<file path="config.mk">
export PLATFORM = sky130hd
export DESIGN_NAME = seg_scan_capture
export DESIGN_NICKNAME = d
export VERILOG_FILES = /design/src/rtl/seg_scan_capture.sv
export SDC_FILE = /design/constraint.sdc
export NUM_CORES = 1
export LEC_CHECK = 0
export CAP_MARGIN = 25
export CORE_ASPECT_RATIO = 2
export CORE_MARGIN = 10
export CORE_UTILIZATION = 30
export CTS_CLUSTER_SIZE = 40
export DETAILED_ROUTE_END_ITERATION = 10
export PLACE_DENSITY = 0.58
export SLEW_MARGIN = 10
export SYNTH_ARGS = -nofsm -noshare
export SYNTH_HDL_FRONTEND = slang
export SYNTH_SLANG_ARGS = --single-unit
</file>
<file path="constraint.sdc">
create_clock -name clk -period 2.83 [get_ports clk]
set_clock_uncertainty 0.2 [all_clocks]
set_input_delay 0.566 -clock clk [delete_from_list [all_inputs] [get_ports clk]]
set_output_delay 0.566 -clock clk [all_outputs]
set_load 0.02 [all_outputs]
</file>
<file path="src/rtl/seg_scan_capture.sv">
// seg_scan_capture
//   Recovers the digits shown on a multiplexed 4-digit 7-segment display by
//   watching its segment and digit-select lines. Each digit is captured once
//   its segment/select pair has been stable for STABLE_CYCLES synchronized
//   cycles. When all four slots have been captured, the frame is published.
//
// Ports
//   clk         : single clock
//   rst_n       : asynchronous active-low reset
//   seg_in      : segment lines, bit6=g .. bit0=a, active-high
//   dig_sel     : one-hot digit enable, bit i selects digit i
//   digits_out  : last published frame, digit i in bits [4i+3:4i]
//   frame_valid : one-cycle pulse when digits_out updates
//   frame_err   : the published frame held an undecodable pattern
//   state_dbg   : current capture state (IDLE/SETTLE/HELD)
//
// Handshake: frame_valid is a push-only strobe with no ready; digits_out and
// frame_err are valid in the cycle frame_valid is high and hold until the
// next strobe.
module seg_scan_capture #(
  parameter int unsigned STABLE_CYCLES = 4
) (
  input  logic        clk,
  input  logic        rst_n,
  input  logic [6:0]  seg_in,
  input  logic [3:0]  dig_sel,
  output logic [15:0] digits_out,
  output logic        frame_valid,
  output logic        frame_err,
  output logic [1:0]  state_dbg
);

  typedef enum logic [1:0] {
    IDLE   = 2'd0,
    SETTLE = 2'd1,
    HELD   = 2'd2
  } state_t;

  localparam logic [7:0] STABLE_W = 8'(STABLE_CYCLES);

  // Returns {invalid, bcd}.
  function automatic logic [4:0] decode(input logic [6:0] p);
    case (p)
      7'b0111111: decode = 5'h00;
      7'b0000110: decode = 5'h01;
      7'b1011011: decode = 5'h02;
      7'b1001111: decode = 5'h03;
      7'b1100110: decode = 5'h04;
      7'b1101101: decode = 5'h05;
      7'b1111101: decode = 5'h06;
      7'b0000111: decode = 5'h07;
      7'b1111111: decode = 5'h08;
      7'b1101111: decode = 5'h09;
      default:    decode = 5'h1F;
    endcase
  endfunction

  logic [6:0]  seg_s1_q, seg_s1_d, seg_s2_q, seg_s2_d;
  logic [3:0]  sel_s1_q, sel_s1_d, sel_s2_q, sel_s2_d;
  logic [10:0] pair_prev_q, pair_prev_d;
  state_t      state_q, state_d;
  logic [7:0]  cnt_q, cnt_d;
  logic [3:0]  mask_q, mask_d;
  logic [3:0]  inv_q, inv_d;
  logic [15:0] slot_q, slot_d;
  logic [15:0] digits_q, digits_d;
  logic        fv_q, fv_d;
  logic        err_q, err_d;

  logic        one_hot;
  logic        changed;
  logic        capture;
  logic [1:0]  idx;
  logic [4:0]  dec;

  assign one_hot = (sel_s2_q != 4'd0) && ((sel_s2_q & (sel_s2_q - 4'd1)) == 4'd0);
  assign changed = ({seg_s2_q, sel_s2_q} != pair_prev_q);
  assign dec     = decode(seg_s2_q);

  always_comb begin
    case (sel_s2_q)
      4'b0010: idx = 2'd1;
      4'b0100: idx = 2'd2;
      4'b1000: idx = 2'd3;
      default: idx = 2'd0;
    endcase
  end

  always_comb begin
    seg_s1_d    = seg_in;
    seg_s2_d    = seg_s1_q;
    sel_s1_d    = dig_sel;
    sel_s2_d    = sel_s1_q;
    pair_prev_d = {seg_s2_q, sel_s2_q};
    state_d     = state_q;
    cnt_d       = cnt_q;
    mask_d      = mask_q;
    inv_d       = inv_q;
    slot_d      = slot_q;
    digits_d    = digits_q;
    fv_d        = 1'b0;
    err_d       = err_q;
    capture     = 1'b0;

    // Stability tracking on the synchronized pair.
    if (!one_hot) begin
      state_d = IDLE;
      cnt_d   = 8'd0;
    end else if (changed || state_q == IDLE) begin
      cnt_d   = 8'd1;
      state_d = SETTLE;
      if (STABLE_W == 8'd1) capture = 1'b1;
    end else if (state_q == SETTLE) begin
      cnt_d = cnt_q + 8'd1;
      if (cnt_d == STABLE_W) capture = 1'b1;
    end

    if (capture) state_d = HELD;

    // Publish first so a capture in the same cycle lands in the new frame.
    if (mask_q == 4'hF) begin
      digits_d = slot_q;
      fv_d     = 1'b1;
      err_d    = |inv_q;
      mask_d   = 4'h0;
      inv_d    = 4'h0;
    end

    if (capture) begin
      slot_d[{idx, 2'b00} +: 4] = dec[3:0];
      inv_d[idx]                = dec[4];
      mask_d[idx]               = 1'b1;
    end
  end

  always_ff @(posedge clk or negedge rst_n) begin
    if (!rst_n) begin
      seg_s1_q    <= '0;
      seg_s2_q    <= '0;
      sel_s1_q    <= '0;
      sel_s2_q    <= '0;
      pair_prev_q <= '0;
      state_q     <= IDLE;
      cnt_q       <= '0;
      mask_q      <= '0;
      inv_q       <= '0;
      slot_q      <= '0;
      digits_q    <= '0;
      fv_q        <= 1'b0;
      err_q       <= 1'b0;
    end else begin
      seg_s1_q    <= seg_s1_d;
      seg_s2_q    <= seg_s2_d;
      sel_s1_q    <= sel_s1_d;
      sel_s2_q    <= sel_s2_d;
      pair_prev_q <= pair_prev_d;
      state_q     <= state_d;
      cnt_q       <= cnt_d;
      mask_q      <= mask_d;
      inv_q       <= inv_d;
      slot_q      <= slot_d;
      digits_q    <= digits_d;
      fv_q        <= fv_d;
      err_q       <= err_d;
    end
  end

  assign digits_out  = digits_q;
  assign frame_valid = fv_q;
  assign frame_err   = err_q;
  assign state_dbg   = state_q;

endmodule

</file>
==> results of run 1 <==
[metal layers]
metal,vias to the layer above,part of all wire (%)
met2,52,56
met4,0,2.3
met5,-,0
met1,1222,37
met3,11,5.1
li1,1213,-
[synthesized netlist by cell type, drive strengths merged (7+ instances only)]
| cell | instances | area (µm²) |
|---|---|---|
| nor3 | 7 | 35.03 |
| nand2 | 60 | 225.2 |
| nand4 | 8 | 50.05 |
| nor2 | 17 | 66.32 |
| nand3 | 12 | 60.06 |
| clkbuf | 11 | 41.29 |
| inv | 13 | 48.80 |
| dfrtp | 85 | 2127 |
| o31ai | 17 | 127.6 |
| ha | 8 | 100.1 |
| xnor2 | 16 | 140.1 |
[cell families after synthesis]
kind of cell | count (synthesis)
flip-flops | 85
multiplexers | 9
buffers and inverters | 30
AND/OR/NAND/NOR | 128
AO/OA/AOI/OAI | 45
XOR/XNOR | 22
adder cells (fa/ha/maj) | 8
[worst max-delay path by stage]
stage / startpoint / end / depth (start not counted)
global placement: sel_s2_q[3] / slot_q[13] / 6
floorplan: sel_s2_q[3] / slot_q[13] / 8
global route: sel_s2_q[3] / slot_q[13] / 6
finish: sel_s2_q[3] / slot_q[13] / 6
detailed placement: sel_s2_q[3] / slot_q[13] / 6
CTS: sel_s2_q[3] / slot_q[13] / 6
[cell type report]
cell class,count,area [µm²]
Clock buffer,9,225.2
Clock inverter,7,75.07
Inverter,13,48.80
Timing Repair Buffer,44,422.9
Sequential cell,85,2127
Multi-Input combinational cell,212,1348
Tap cell,145,181.4
Fill cell,1171,7343
[power breakdown]
group	total [mW]	leakage (nW)	internal (mW)	switching, mW
combinational	0.140	0.760	0.0600	0.0797
sequential	1.27	1.11	1.24	0.0283
clock	1.17	0.138	0.686	0.480
[flip-flops by register name, summed over array words and instances (netlist names)]
register / cells
digits_out: 16
slot_q: 16
pair_prev_q: 11
cnt_q: 8
seg_s1_q: 7
seg_s2_q: 7
inv_q: 4
mask_q: 4
sel_s1_q: 4
sel_s2_q: 4
state_dbg: 2
frame_err: 1
frame_valid: 1
[worst max-delay path, cell delays in order (launching register included)]
cell and delay (ps):
dfrtp_1 480, xnor2_1 150, or3_1 450, ha_1 430, or3_1 420, nor3_1 170
mux2_2 180
[metrics by stage]
step	setup WS [ps]	cells
2_1_floorplan	430.7	327
3_3_place_gp	419.6	498
3_5_place_dp	344.6	498
4_1_cts	311.0	515
5_1_grt	177.6	515
6_report	303.9	515
==> results.md, run 1 <==
* Status: finished, final reports clean
* Post-CTS sizing at 0
* Post-synth EDFFs at 0
* Max Cap Viol at 0
* Min Hold Slack at 146.4 ps
* Hold Crit Endpoint: seg_s2_q[6]
* CP required at 2910 ps
* First-pass GRT wire length at 12.65 mm
* CP Launch Type: register
* Slew Limit Headroom at 65.42%
* Routed vias/inst at 4.850
* Setup_tns at 0 ps
* Post-Synth Adder-Cell Area at 2.780%
* Main combinational cell family by area after synthesis: simple AND/OR/NAND/NOR gates
* Die X at 97.47 µm
* Fin crit share at 89.26%
* Final Instance Area at 4428 µm²
* Drc violations at 0
* Clock Sinks at 85
* Syn_nets at 348
* Vias at 2498
* Final Max Slew Viols at 0
* Power consumption at 2.575 mW
* Core area at 11770 µm²
* Starting density of the core at 30.59%
* Most frequent cells in the layout: 85 x dfrtp_1, 60 x nand2_1, 31 x clkdlybuf4s50_1, 17 x o31ai_1
* Nets at 386
* Drt first pass iters at 5
* Layout cell share with drive strength beyond 1 at 10.00%
* Compound-Gate Fraction of Synth Area at 9.555%
* DRT antenna net count at 0
* Final wirelength at 7.610 mm
* Port Buf Inserts at 32
* Cells on worst reg2reg path at 6
* RSZ-0062 raised after global routing: no
* Post-DR wirelength/cell at 14.78 µm
* End of the worst register-to-register path: slot_q[13]
* M3 GR Usage at 3.042%
* Reg2Reg Launch Point: sel_s2_q[3]
* Clk slew on worst S/H paths at 60 ps
* Slew of the pin with the lowest slew margin at 515.6 ps
* Area Overhead vs Synth at 22.97%
* Clk Latency, worst-skew pair at 340 ps
* Worst Hold Depth at 0
* GRT Max-Usage Layer: met2
* Ys async rst share at 100.0%
* Synth Area in XOR/XNOR at 5.351%
* Power Density at 581.5 nW/µm²
* Min-delay worst type: reg -> reg
* CTS Hold Bufs at 1
* Sequential area share after synthesis at 59.07%
* Row count at 56
* Worst IR Drop VDD at 303.3 µV
* Placed cell area at 4118 µm²
* Yosys reg bits at 85
* Synthesized area at 3601 µm²
* Largest net degree at the start of global routing at 39
* GRT met2 Usage at 16.77%
* Final setup fails at 0
* Leading cell type in the layout, fill and taps excluded: dfrtp_1
* Number of global-route vias before repair at 2531
* Drt initial violations at 106
* YS warnings at 0
* Global Route met1 Usage at 8.557%
* Max Freq at 395.9 MHz
* Die area at 17050 µm²
* Leakage power at 2.007 nW
* Global route overflow at 0
* Placer congestion estimate at 0.8602
* Mux cell area share after synthesis at 2.641%
* CTS buffer count at 9
* Library cells used by synthesis at 40
* Root Buffer: clkbuf_16
* Endpoints failing hold at 0
* CTS tree: yes
* Longest Clk Path Bufs at 2
* Kind of critical path: reg -> reg
* CP endpoint kind: register
* Dpl hpwl at 5.730 mm
* R2r setup slk at 300 ps
* Arr. time, crit path at 2610 ps
* Setup repair bufs after CTS at 0
* Top FF cell, synth: dfrtp_1
* Gate Count Post-Synth at 327
* Min cycle time layout at 2526 ps
* Post-Synth Simple-Gate Area at 17.10%
* ANT cells at 0
* Final Core Density at 37.62%
* Antenna violations before repair at 0
* GRT Overall Usage at 9.112%
* Syn Area/Cell at 11.01 µm²
* Hold_sp: seg_s1_q[6]
* Height of the die at 174.9 µm
* H-tree levels at 3
* Io pins at 33
* Critical-path maximum fanout at 9
(Power assumes the default switching activity.)
==> run 2, diff against run 1 <==
--- a/config.mk
+++ b/config.mk
@@ -5,6 +5,7 @@
 export SDC_FILE = /design/constraint.sdc
 export NUM_CORES = 1
 export LEC_CHECK = 0
+export ABC_AREA = 1
 export CAP_MARGIN = 25
 export CORE_ASPECT_RATIO = 2
 export CORE_MARGIN = 10
==> run 2 against run 1 <==
- count of clock-buffer cells in the layout up 2
- fmax up 10%
- final cell count up 24%
- cell area up 3.3%
- synthesized cell count up 36%
- sequential power about the same
- combinational power about the same
- global-route usage up 0.16 points
- clock power up 8%
- sequential share of layout area down 1.5 points
- core utilization up 0.11 points
- non-clock buffer count down 8
- largest power group unchanged
==> results.md, run 2 <==
* Sequential Power Share at 47.5% (-1.8 points)
* Psw at 0.5721 mW (-2.7%)
* Clk slew on worst S/H paths at 60 ps (about the same)
* CTS tree: yes
* Die area at 17540 µm² (+2.9%)
* Drt first pass iters at 4 (-1)
* Switching portion of total power at 21.50% (-1.3 points)
* Fin crit share at 81.14% (-8.1 points)
* CP required at 2910 ps (about the same)
* Critical-path maximum fanout at 8 (-1)
* Top FF cell, synth: dfrtp_1
* Global route overflow at 0 (unchanged)
* Power consumption at 2.661 mW (+3.4%)
* Nets at 509 (+32%)
* Library cells used by synthesis at 25 (-38%)
* Synth area leader: dfrtp_1
* Crit path buffers/inverters at 3 (+3)
* Most common cell in the synthesized netlist: nand2_1
* Syn_nets at 467 (+34%)
* Slew of the pin with the lowest slew margin at 584.7 ps (+69.04 ps)
* Cell family with most CP delay: compound AO/OA/AOI/OAI gates
* H-tree levels at 3 (unchanged)
* Max Freq at 435.5 MHz (+10%)
* Kind of critical path: reg -> reg
* RSZ-0062 raised after global routing: no
* Die X at 98.78 µm (+1.3%)
* Row count at 57 (+1.8%)
* Slowest CP cell: dfrtp_1
* Max Cap Viol at 0 (unchanged)
* Leading cell type in the layout, fill and taps excluded: nand2_1
* Placed cell area at 4248 µm² (+3.2%)
* CP Launch Type: register
* ANT cells at 0 (unchanged)
* Starting density of the core at 30.71% (+0.12 points)
* Setup repair bufs after CTS at 0 (unchanged)
* Worst path max stage delay at 400 ps (-80 ps)
* Min cycle time layout at 2296 ps (-230.0 ps)
* DRT antenna net count at 0 (unchanged)
* Drc violations at 0 (unchanged)
* Root Buffer: clkbuf_16
* Reg2Reg Launch Point: sel_s2_q[1]
* Slew Limit Headroom at 61.02% (-4.4 points)
* Yosys reg bits at 85 (unchanged)
* Gate Count Post-Synth at 446 (+36%)
* Dpl hpwl at 5.763 mm (+0.58%)
* Sequential area share after synthesis at 57.12% (-1.9 points)
* Placer congestion estimate at 0.9592 (+12%)
* Worst IR Drop VDD at 312.7 µV (+3.1%)
* Synthesized area at 3724 µm² (+3.4%)
* Ys async rst share at 100.0% (unchanged)
* Post-CTS sizing at 0 (unchanged)
* Drt initial violations at 158 (+49%)
* Final Max Slew Viols at 0 (unchanged)
* Setup_tns at 0 ps (unchanged)
* Top post-synthesis cells by count: 190 x nand2_1, 85 x dfrtp_1, 47 x inv_1
* YS warnings at 0 (unchanged)
* Final Core Density at 37.73% (+0.11 points)
* Power Density at 581.7 nW/µm² (about the same)
* Clk Latency, worst-skew pair at 330 ps (about the same)
* Min-delay worst type: in -> async
* Leakage power at 2.346 nW (+17%)
* Endpoints failing hold at 0 (unchanged)
* Most frequent cells in the layout: 190 x nand2_1, 85 x dfrtp_1, 47 x inv_1, 42 x nor2_1, 31 x clkdlybuf4s50_1
* Top cell type's share of synthesized area at 57.12% (-1.9 points)
* Clock share of power at 47.2% (+1.9 points)
* Routed vias/inst at 4.419 (-8.9%)
* End of the worst register-to-register path: slot_q[0]
* Post-synth EDFFs at 0 (unchanged)
* CP endpoint kind: register
* Number of global-route vias before repair at 2973 (+17%)
* Antenna violations before repair at 0 (unchanged)
* GRT Overall Usage at 9.276% (+0.16 points)
* Clock Sinks at 85 (unchanged)
* Final wirelength at 7.414 mm (-2.6%)
* Min Hold Slack at 31.93 ps (-114.4 ps)
* Area Overhead vs Synth at 22.85% (about the same)
* CTS buffer count at 9 (unchanged)
* Port Buf Inserts at 32 (unchanged)
* CTS Hold Bufs at 0 (-1)
* Post-DR wirelength/cell at 11.58 µm (-22%)
* Largest net degree at the start of global routing at 47 (+21%)
* Internal power at 2.089 mW (+5.1%)
* Vias at 2828 (+13%)
* Height of the die at 177.6 µm (+1.5%)
* First-pass GRT wire length at 13.31 mm (+5.2%)
* Status: finished, final reports clean
* Io pins at 33 (unchanged)
* Arr. time, crit path at 2370 ps (-240 ps)
* Final Instance Area at 4574 µm² (+3.3%)
* R2r setup slk at 530 ps (+230 ps)
* Cells on worst reg2reg path at 10 (+4)
* Core area at 12120 µm² (+3.0%)
* Layout cell share with drive strength beyond 1 at 7.505% (-2.5 points)
* Comb power frac at 5.4% (about the same)
* Final setup fails at 0 (unchanged)
* Synth top area cells: dfrtp_1 57%, nand2_1 19%, inv_1 4.7%
* Worst-path cell chain: inv_1 > o211ai_1 > a21oi_1 > inv_1 > ha_1 > inv_1 > nand2_1 > a21oi_1 > nand2_1 > nand2_1
* Syn Area/Cell at 8.349 µm² (-24%)
* Longest Clk Path Bufs at 2 (unchanged)
-- run 2: worst max-delay path by stage --
| stage | slack, ps | cells past startpoint | from | endpoint |
|---|---|---|---|---|
| finish | 530 | 10 | sel_s2_q[1] | slot_q[0] |
| global route | 360 | 10 | sel_s2_q[1] | slot_q[15] |
| CTS | 550 | 10 | sel_s2_q[1] | slot_q[0] |
| detailed placement | 570 | 10 | sel_s2_q[1] | slot_q[0] |
| global placement | 680 | 10 | sel_s2_q[3] | slot_q[3] |
| floorplan | 630 | 10 | sel_s2_q[1] | slot_q[0] |
-- run 2: metal layers --
metal	GRT usage, %	vias to the layer above	wire [µm]
met5	0	-	0
li1	-	1447	-
met4	6.363	0	272
met1	8.278	1309	2698
met2	17.53	52	4181
met3	2.259	20	262
-- run 2: power groups by stage --
stage	clock network (mW)	logic, mW	registers, mW
after global routing	1.36	0.163	1.27
after CTS	1.29	0.145	1.26
after global placement	0	0.141	1.28
final	1.26	0.142	1.26
after floorplan	0	0.0764	1.28
after detailed placement	0	0.144	1.29
-- run 2: final cells by class --
class	count	area, µm²
clock inverter	5	83.83
tap	147	183.9
fill	1247	7550
inverter	50	190.2
timing repair buffer	36	360.3
multi-input combinational	306	1386
sequential	85	2127
clock buffer	11	242.7
-- run 2: logic make-up after synthesis --
kind of cell	share of synthesized area (%)
XOR/XNOR	1.176
buffers and inverters	5.645
AND/OR/NAND/NOR	30.95
AO/OA/AOI/OAI	2.419
adder cells (fa/ha/maj)	2.688
flip-flops	57.12
-- run 2: stage by stage --
stage	cells	setup slack [ps]
final	640	533.9
after global routing	640	360.4
after CTS	640	552.5
after detailed placement	624	572.9
after global placement	624	684.3
after floorplan	446	627.7
==> RTL edit, RTL diff (settings of run 2) <==
Make the reset (`rst_n`) synchronous in one clocked block. Comments in the files are not updated.
--- a/src/rtl/seg_scan_capture.sv
+++ b/src/rtl/seg_scan_capture.sv
@@ -135,3 +135,3 @@
 
-  always_ff @(posedge clk or negedge rst_n) begin
+  always_ff @(posedge clk) begin
     if (!rst_n) begin
Behaviour: differs if rst_n is asserted again (counterexample within 4 cycles, from zero or initial values and one cycle with rst_n low); with rst_n held inactive, the same outputs for 10 cycles.
==> RTL edit against run 2 <==
  * Area after synthesis up 5.2%
  * Sequential share of layout area down 11 points
  * Design area rose by 3.9%
  * Highest routed layer unchanged
  * Sequential cell count is the same
  * Critical path depth shrank 2
  * First-iteration DRC count decreased by 32%
  * Worst setup slack better by 0.042 ns
  * Non-clock buffer count shrank 1
  * Routed wire length rose by 16%
  * Power grew 4.1%
==> RTL edit: results (changes against run 2) <==
| Metric | Value |
|---|---|
| Post-CTS setup buffers | 0 (unchanged) |
| CP Capture Type | register (unchanged) |
| FF-to-FF End | inv_q[0] (was slot_q[0]) |
| Worst Hold Class | reg2reg (was in2async) |
| Filler cell count in the final layout | 1355 (was 1247) |
| Vias | 3353 (was 2828) |
| Clock Tree Root | clkbuf_16 (unchanged) |
| WHS Path Cells | 2 |
| Seq/Total Area, Yosys | 0.434 (was 0.571) |
| Number of global-route vias before repair | 3307 (was 2973) |
| Compound-gate portion of the synthesized area | 0.0664 (was 0.0242) |
| First-pass GRT wire length | 14600 µm (was 13300 µm) |
| Post-synth cell types | 32 (was 25) |
| CTS H-tree depth | 3 (unchanged) |
| Final wirelength | 8630 µm (was 7410 µm) |
| CTS Buffer Depth | 2 (unchanged) |
| Largest net degree at the start of global routing | 34 (was 47) |
| Share of post-route cells with drive strength above 1 | 0.0909 (was 0.0751) |
| Post-synthesis adder-cell area fraction | 0.0287 (was 0.0269) |
| CTS Buf Count | 9 (unchanged) |
| Reg2reg start | sel_s2_q[3] (was sel_s2_q[1]) |
| Nets | 622 (was 509) |
| Clock transition at path regs | 0.06 ns (about the same) |
| Critical path peak fanout | 7 (was 8) |
| Initial antenna violation count | 0 (unchanged) |
| Top post-synthesis cells by area | dfxtp_1, nand2_1, nor2_1 (was dfrtp_1, nand2_1, inv_1) |
| Cells on worst reg2reg path | 8 (was 10) |
| Placed cell area | 4400 µm² (was 4250 µm²) |
| XOR/XNOR share of the synthesized area | 0.00894 (was 0.0118) |
| Fraction of registers with async set/reset | 0 (was 1.00) |
| Slew of the pin with the lowest slew margin | 0.570 ns (was 0.585 ns) |
| Initial DRT Pass Iterations | 4 (unchanged) |
| Multiplexer share of the synthesized area | 0 (unchanged) |
| Cells after Synth | 565 (was 446) |
| Synth top cells by count | nand2_1, nor2_1, inv_1 (was nand2_1, dfrtp_1, inv_1) |
| Cts repair resizes | 0 (unchanged) |
| GRT Total Usage | 0.0989 (was 0.0928) |
| DR vias/cell | 4.43 (was 4.42) |
| CP max stage cell | dfxtp_1 (was dfrtp_1) |
| Worst R2R Setup Slack | 0.58 ns (was 0.53 ns) |
| Status | completed (unchanged) |
| CP delay by family, top | simple AND/OR/NAND/NOR gates (was compound AO/OA/AOI/OAI gates) |
| Placed insts | 741 (was 624) |
| Worst-Skew Late Latency | 0.35 ns (was 0.33 ns) |
| Synthesized net count | 587 (was 467) |
| Synth Flop Type | dfxtp_1 (was dfrtp_1) |
| IO Port Bufs | 32 (unchanged) |
| Worst setup startpoint | sel_s2_q[3] (was sel_s2_q[1]) |
| Leakage | 2.29 nW (was 2.35 nW) |
| N_diodes | 0 (unchanged) |
| Crit path arrival time | 2.29 ns (was 2.37 ns) |
| Yosys Warn Count | 0 (unchanged) |
| GPL Wtd Cong | 0.854 (was 0.959) |
| Maximum VDD drop | 0.334 mV (was 0.313 mV) |
| DP HPWL | 6710 µm (was 5760 µm) |
| CP max stage delay | 0.45 ns (was 0.40 ns) |
| Number of DRC markers in iteration 0 | 107 (was 158) |
## RTL edit: stage by stage
| step | utilization | setup WS, ns | power (W) |
|---|---|---|---|
| finish | 0.368 | 0.576 | 0.00277 |
| detailed placement | 0.341 | 0.568 | 0.00143 |
| CTS | 0.368 | 0.558 | 0.00281 |
| global route | 0.368 | 0.292 | 0.00288 |
| floorplan | - | 0.825 | 0.00138 |
| global placement | 0.341 | 0.617 | 0.00143 |
## RTL edit: area by class of cell
type                       instances  area, µm²  area share
multi-input combinational        374       1820       0.382
sequential                        85       1700       0.358
inverter                          95        358      0.0753
timing repair buffer              35        338      0.0711
clock buffer                       9        225      0.0474
tap                              152        190      0.0400
clock inverter                     7        123      0.0258
## RTL edit: how the worst min path moves through the flow
stage	slack, ns	to	start
final	0.21	seg_s2_q[3]	seg_s1_q[3]
after global routing	0.23	seg_s2_q[0]	seg_s1_q[0]
after CTS	0.21	sel_s2_q[2]	sel_s1_q[2]
after detailed placement	0.20	sel_s2_q[2]	sel_s1_q[2]
after global placement	0.19	seg_s2_q[2]	seg_s1_q[2]
after floorplan	0.19	seg_s2_q[0]	seg_s1_q[0]
## RTL edit: power by group
part,internal (W),switching (W)
logic,0.0000600,0.000111
clock network,0.000866,0.000498
registers,0.00122,0.0000165
## RTL edit: metal layers
metal | vias to the layer above | GRT usage | wire length, µm
met5 | - | 0 | 0
met2 | 69 | 0.179 | 4530
met1 | 1456 | 0.0888 | 3270
li1 | 1797 | - | -
met3 | 31 | 0.0259 | 348
met4 | 0 | 0.0739 | 475
## RTL edit: worst register-to-register path, cell delays in order, from the launching register on
cell and delay (ns):
dfxtp_1 0.45, inv_2 0.06, o21ai_0 0.14, o21bai_1 0.27
ha_1 0.36, inv_1 0.16, nor3_2 0.28, nand2_1 0.07
and3_1 0.15
